File: src/rtl/wb_coalesce_fifo.sv
// wb_coalesce_fifo: writeback coalescing FIFO between multi-lane issue and register-file write ports.
// Ports:
//   clk, reset        - clock, asynchronous active-low reset
//   InValid/InRd/InData - per-lane writeback group, lane 0 oldest
//   InReady           - whole group accepted this cycle
//   WStall            - register file busy, hold the drain
//   we3/a3/wd3        - per-port register-file write, port 0 oldest
//   RAddr1/2, Busy1/2 - hazard query: register has a queued write
//   Count, Empty      - occupancy
module wb_coalesce_fifo #(
  parameter int XLEN   = 32,
  parameter int LANES  = 2,
  parameter int DEPTH  = 8,
  parameter int WPORTS = 1
) (
  input  logic                    clk,
  input  logic                    reset,
  input  logic [LANES-1:0]        InValid,
  input  logic [LANES*5-1:0]      InRd,
  input  logic [LANES*XLEN-1:0]   InData,
  output logic                    InReady,
  input  logic                    WStall,
  output logic [WPORTS-1:0]       we3,
  output logic [WPORTS*5-1:0]     a3,
  output logic [WPORTS*XLEN-1:0]  wd3,
  input  logic [4:0]              RAddr1,
  input  logic [4:0]              RAddr2,
  output logic                    Busy1,
  output logic                    Busy2,
  output logic [$clog2(DEPTH):0]  Count,
  output logic                    Empty
);
  localparam int AW = $clog2(DEPTH);
  localparam int CW = AW + 1;
  logic [4:0]      rdMem   [DEPTH];
  logic [XLEN-1:0] dataMem [DEPTH];
  logic [DEPTH-1:0] vld;
  logic [AW-1:0]   head, tail;
  logic [CW-1:0]   pushCnt, nDrain;
  logic [LANES-1:0] laneTake;
  logic [AW-1:0]   laneSlot [LANES];
  logic [WPORTS-1:0] portOn;
  logic [AW-1:0]   portSlot [WPORTS];

  // Push side: all-or-nothing space check, then compact the surviving lanes onto the tail.
  always_comb begin
    InReady = (CW'(DEPTH) - Count) >= CW'(LANES);
    pushCnt = '0;
    for (int l = 0; l < LANES; l++) begin
      laneTake[l] = InReady && InValid[l] && (InRd[l*5 +: 5] != 5'd0);
      laneSlot[l] = tail + AW'(pushCnt);
      pushCnt = pushCnt + CW'(laneTake[l]);
    end
  end

  // Drain side: present the oldest entries; a younger same-register write in the group masks older ones.
  always_comb begin
    nDrain = WStall ? '0 : (Count < CW'(WPORTS) ? Count : CW'(WPORTS));
    we3 = '0;
    a3 = '0;
    wd3 = '0;
    for (int p = 0; p < WPORTS; p++) begin
      portSlot[p] = head + AW'(p);
      portOn[p] = CW'(p) < nDrain;
    end
    for (int p = 0; p < WPORTS; p++) begin
      we3[p] = portOn[p];
      for (int q = p + 1; q < WPORTS; q++)
        if (portOn[q] && rdMem[portSlot[q]] == rdMem[portSlot[p]]) we3[p] = 1'b0;
      a3[p*5 +: 5] = portOn[p] ? rdMem[portSlot[p]] : 5'd0;
      wd3[p*XLEN +: XLEN] = portOn[p] ? dataMem[portSlot[p]] : '0;
    end
  end

  // Hazard query over held entries only; this cycle's push group is not yet visible.
  always_comb begin
    Busy1 = 1'b0;
    Busy2 = 1'b0;
    for (int i = 0; i < DEPTH; i++) begin
      Busy1 = Busy1 || (vld[i] && rdMem[i] == RAddr1);
      Busy2 = Busy2 || (vld[i] && rdMem[i] == RAddr2);
    end
    Busy1 = Busy1 && (RAddr1 != 5'd0);
    Busy2 = Busy2 && (RAddr2 != 5'd0);
  end

  assign Empty = Count == '0;

  always_ff @(posedge clk or negedge reset)
    if (!reset) begin
      head  <= '0;
      tail  <= '0;
      Count <= '0;
      vld   <= '0;
    end else begin
      for (int p = 0; p < WPORTS; p++)
        if (portOn[p]) vld[portSlot[p]] <= 1'b0;
      for (int l = 0; l < LANES; l++)
        if (laneTake[l]) vld[laneSlot[l]] <= 1'b1;
      head  <= head + AW'(nDrain);
      tail  <= tail + AW'(pushCnt);
      Count <= Count + pushCnt - nDrain;
    end

  // Payload needs no reset: validity is carried by vld and Count.
  always_ff @(posedge clk)
    for (int l = 0; l < LANES; l++)
      if (laneTake[l]) begin
        rdMem[laneSlot[l]]   <= InRd[l*5 +: 5];
        dataMem[laneSlot[l]] <= InData[l*XLEN +: XLEN];
      end
endmodule

File: config.mk
export PLATFORM = sky130hd
export DESIGN_NAME = wb_coalesce_fifo
export DESIGN_NICKNAME = d
export VERILOG_FILES = /design/src/rtl/wb_coalesce_fifo.sv
export SDC_FILE = /design/constraint.sdc
export NUM_CORES = 1
export LEC_CHECK = 0
export BUFFER_PORTS_ARGS = -buffer_cell sky130_fd_sc_hd__buf_2
export CAP_MARGIN = 10
export CORE_ASPECT_RATIO = 0.8
export CORE_MARGIN = 2
export CORE_UTILIZATION = 45
export DETAILED_ROUTE_END_ITERATION = 7
export SETUP_SLACK_MARGIN = 0.02
export SLEW_MARGIN = 30
export SYNTH_ARGS = -nofsm -noshare
export SYNTH_HDL_FRONTEND = slang
export SYNTH_SLANG_ARGS = --single-unit
File: constraint.sdc
create_clock -name clk -period 14.39 [get_ports clk]
set_input_delay 1.439 -clock clk [delete_from_list [all_inputs] [get_ports clk]]
set_output_delay 1.439 -clock clk [all_outputs]
set_load 0.01 [all_outputs]
Yosys cells after proc, flatten, opt, wreduce, memory -nomap -nowiden
Memories as Yosys holds them, arrays and structs flattened. Index checks and enable logic that the tools add are counted.

Register bits after elaboration: 18. Latch bits: 0. RAM bits: 296. Memory bits (read-only): 0. Input bits: 89. Output and inout bits: 46. Logic and storage cells: 103. Memories kept: 2.

Add/subtract/negate cells: 7. Multiply operators: 0. Divide/modulo/power cells: 0. Order comparisons: 9. Eq/ne operators: 16. Shift operators: 0. Muxes and demuxes: 17. Bitwise operators: 4. Reductions and logical operators: 44.

Memories: dataMem (words 8, width 32, read ports 1, clocked after Yosys merged registers in 0, write ports 2, RTL line 36) `logic [XLEN-1:0] dataMem [DEPTH];`; rdMem (words 8, width 5, read ports 9, clocked after Yosys merged registers in 0, write ports 2, RTL line 35) `logic [4:0] rdMem [DEPTH];`.

Operators by type and width (number): $eq A5 B5 Y1 (16); $mux W32 (1); $logic_and A1 B1 Y1 (25); $mux W8 (3); $reduce_bool A5 Y1 (4); $or A8 B8 Y8 (2); $logic_or A1 B1 Y1 (14); $lt A3 B4 Y1 const B (3); $demux W1 S3 (3); $ge A3 B1 Y1 const B (3); $and A8 B8 Y8 (1); $mux W4 (2); $not A8 Y8 (1); $mux W1 (7); $mux W5 (1); $add A4 B2 Y4 (1); $ge A4 B2 Y1 const B (1); $logic_not A4 Y1 (1); $lt A1 B4 Y1 const A (1); $lt A4 B1 Y1 const B (1); $sub A4 B4 Y4 (1); $sub A4 B4 Y4 const A (1); $add A3 B1 Y3 (1); $add A3 B2 Y3 (1); 2 further kinds (2).

Depth between registers and ports, before layout
Depth in word-level cells: 11. Gate-level depth with buffers: 14. Mapped depth without buffers: 14.

Worst setup path before layout
Ideal clock, no wire load.

Path type: input port to flip-flop. Start: input port InRd[0]. End: memory dataMem[4][0], enable pin. Library setup time: 0.718 ns. Arrival: 4.967 ns. Required time: 13.672 ns. Path slack: 8.705 ns. Stages on the path: 12. Path buffers: 2. Cell sequence: or4_4 -> o21ai_4 -> nor2b_1 -> nand2_1 -> inv_1 -> ha_1 -> xnor2_1 -> nor2_1 -> nand3_1 -> clkbuf_1 -> buf_1 -> o21ai_0.

RTL lines: from (decl) (RTL line 19) `input logic [LANES*5-1:0] InRd,`; to (decl) (RTL line 36).

==> flow_metrics.tcl <==
set metrics [dict create \
    hold_depth 2 \
    leakage_nw 6.647 \
    multi_input_area_um2 6516 \
    cts_max_level 1 \
    portBuffers 134 \
    ff2ff_setup_slack_ns 9.50 \
    critPathMaxFanout 22 \
    synthesis.nets 1253 \
    final-hold-violation-count 0 \
    antenna_found_initial 2 \
    reg2reg_from "Count[1]$_DFF_PN0_" \
    tightest_slew_ns 0.8606 \
    final_common_cell "edfxtp_1" \
    globalplace.congestion 0.8694 \
    cts_tree "done" \
    setup_tns_ns 0 \
    hpwlAfterDp_mm 28.56 \
    path_buf_inv 4 \
    crit_family "simple AND/OR/NAND/NOR gates" \
    crit_type "in2reg" \
    pre_cts_ws_ns 8.610 \
    die_w_um 215.6 \
    seq_area_frac_synth_pct 57.95 \
    cap_violations 0 \
    wire_per_inst_um 27.25 \
    power.density_nw_per_um2 213.8 \
    slew_headroom_pct 42.41 \
    crit_arrival_ns 5.45 \
    num_vias 10931 \
    final.fill_count 2942 \
    synth.avg_cell_area_um2 14.04 \
    layout_common_cells "edfxtp_1, mux2_2, o22ai_1" \
    io_pins 135 \
    cts_buffers 31 \
    die_area_um2 37350 \
    irDropWorstVdd_mv 0.1383 \
    fin_nets 1364 \
    reg2reg_depth 14 \
    postRouteAntennaNets 0 \
    worstPathCellList "buf_2 -> or4_4 -> o21ai_4 -> nor2b_1 -> nand2_1 -> inv_1 -> ha_1 -> xnor2_1 -> nor2_1 -> nand3_2 -> buf_4 -> o21ai_4 -> buf_4" \
    drt_first_pass_iters 5 \
    finalCriticalPeriod_ns 5.212 \
    min_to "vld[1]$_DFF_PN0_" \
    instances_no_fill 1756 \
    maxSlewViolCount 0 \
    min_path_type "reg2reg" \
    cp-start-kind "input pin" \
    placed_cells_incl_taps 1697 \
    holdWs_ns 0.5987 \
    die_h_um 173.3 \
    synthToLayoutAreaGrowth_pct 14.84 \
    critPathRequiredTime_ns 14.63 \
    first_global_vias 10908 \
    synth_area_um2 16120 \
    avgViaCountPerCell 6.225 \
    fin_crit_sh_pct 36.22 \
    core_um2 35030 \
    worst_path_max_delay_cell "or4_4" \
    fmax_mhz 191.9 \
    worst_slack_ns 9.178 \
    ys_warn_count 0 \
    drc 0 \
    grt-ovfl-total 0 \
    clkSinkCount 314 \
    clock_path_buffers 3 \
    track_usage_pct 25.39 \
    post-cts-setup-buffers 0 \
    setup_viol 0 \
    worstSetupEndpointType "flop" \
    drt_iter0_markers 1109 \
    skew_ns 0.02352 \
    grt_max_degree 40 \
    synth_cells 1148 \
    yosysUniqueCellTypes 35 \
    initial_utilization_pct 46.01 \
    cts.repair.resized 0 \
    regArea_um2 9339 \
    worstHoldStart "vld[1]$_DFF_PN0_" \
    wl_mm 47.84 \
    outcome "finished, final reports clean" \
    cts_root_buffer "clkbuf_16" \
    insertion_delay_ns 0.59 \
    drive_gt1_share_pct 41.26 \
    r2r-end "dataMem[5][24]$_DFFE_PP_" \
    clk_pin_slew_ns 0.06 \
    rsz0062_at_grt "false" \
    rows 61 \
    cts_hold_buf 0 \
    ys_ff_latch 314 \
    grt_pass1_wl_mm 71.83 \
    crit_path_max_incr_delay_ns 0.56 \
]
[flip-flops by register name, summed over array words and instances (netlist names)]
signal and cells:
rdMem 40, Count 4, head 3, tail 3
vld 8, dataMem 256
[logic make-up (layout without fill, tap and decap cells)]
family,Yosys count,in the layout,share of synthesized area (%)
adders and majority gates,16,16,1.428
DFF,314,314,57.95
and+or+nand+nor,150,150,5.225
buffers and inverters,101,235,2.539
other,0,2,0
xor gates and xnor gates,90,90,4.891
AOI/OAI and AO/OA,181,181,7.104
muxes,296,296,20.87
[through the flow]
stage,area (um^2),utilization (%),power (W)
after floorplan,16120,-,0.002479
after global placement,17370,49.57,0.003040
after detailed placement,17380,49.62,0.003072
after CTS,18490,52.78,0.003960
after global routing,18510,52.83,0.004137
final,18510,52.83,0.003957
[cell type report]
class,count,area share [%]
flip-flops and latches,314,50.46
well taps,472,3.191
clock inverters,15,1.257
inverters,19,0.3853
multi-input cells,733,35.21
clock buffers,41,4.718
diodes,2,0.02704
repair buffers,160,4.759
[where the power goes]
group / switching, W / leakage, nW / internal (W)
clock: 0.000357 / 0.542 / 0.000532
sequential: 0.000160 / 2.91 / 0.00140
combinational: 0.000943 / 3.19 / 0.000565
total: 0.00146 / 6.65 / 0.00250
[synthesized netlist by cell type]
cell type | count | share of area, %
or4_1 | 41 | 1.9
buf_6 | 2 | 0.14
xor2_1 | 70 | 3.8
o211ai_1 | 6 | 0.28
a21o_1 | 1 | 0.047
and2_1 | 1 | 0.039
or3_1 | 2 | 0.078
nand4_1 | 9 | 0.35
fa_1 | 4 | 0.50
nor2b_1 | 1 | 0.039
o31ai_1 | 3 | 0.14
nand3_1 | 23 | 0.71
ha_1 | 12 | 0.93
o22ai_1 | 148 | 5.7
clkbuf_1 | 55 | 1.3
mux2_2 | 288 | 20
a21oi_1 | 1 | 0.031
o21ai_0 | 16 | 0.50
edfxtp_1 | 296 | 55
dfrtp_1 | 18 | 2.8
xnor2_1 | 20 | 1.1
nand2_1 | 7 | 0.16
mux2_4 | 8 | 0.75
o22a_1 | 2 | 0.11
nor4_1 | 16 | 0.62
buf_1 | 13 | 0.30
o21ai_4 | 1 | 0.10
nand2b_1 | 3 | 0.12
nor3_1 | 1 | 0.031
inv_1 | 19 | 0.44
o311ai_0 | 2 | 0.11
o21bai_1 | 1 | 0.047
or4_4 | 2 | 0.14
buf_2 | 12 | 0.37
nor2_1 | 44 | 1.0
[worst max-delay path by stage]
stage / depth (start not counted) / endpoint / slack [ns] / from
after global placement: 10 / dataMem[1][30]$_DFFE_PP_ / 8.54 / InRd[0]
after global routing: 13 / dataMem[5][24]$_DFFE_PP_ / 8.93 / InRd[0]
after CTS: 13 / dataMem[5][19]$_DFFE_PP_ / 9.16 / InRd[0]
final: 13 / dataMem[5][24]$_DFFE_PP_ / 9.18 / InRd[0]
after detailed placement: 13 / dataMem[5][19]$_DFFE_PP_ / 8.61 / InRd[0]
after floorplan: 12 / dataMem[4][0]$_DFFE_PP_ / 8.70 / InRd[0]
[routing by layer]
metal	GRT usage (%)	share of wire, %	wire length (um)	vias to the layer above
met5	0	0	0	-
met1	38.32	46	22020	5627
met3	5.246	8.5	4048	53
met4	5.661	1.9	896	0
li1	-	-	-	4780
met2	37.62	44	20880	471
[worst min-delay path, stage by stage, from the launching register on]
cell and delay [ns]:
dfrtp_1 0.38, o21ai_0 0.09, o311ai_0 0.09
Note: power is estimated with default switching activity, not from simulation.
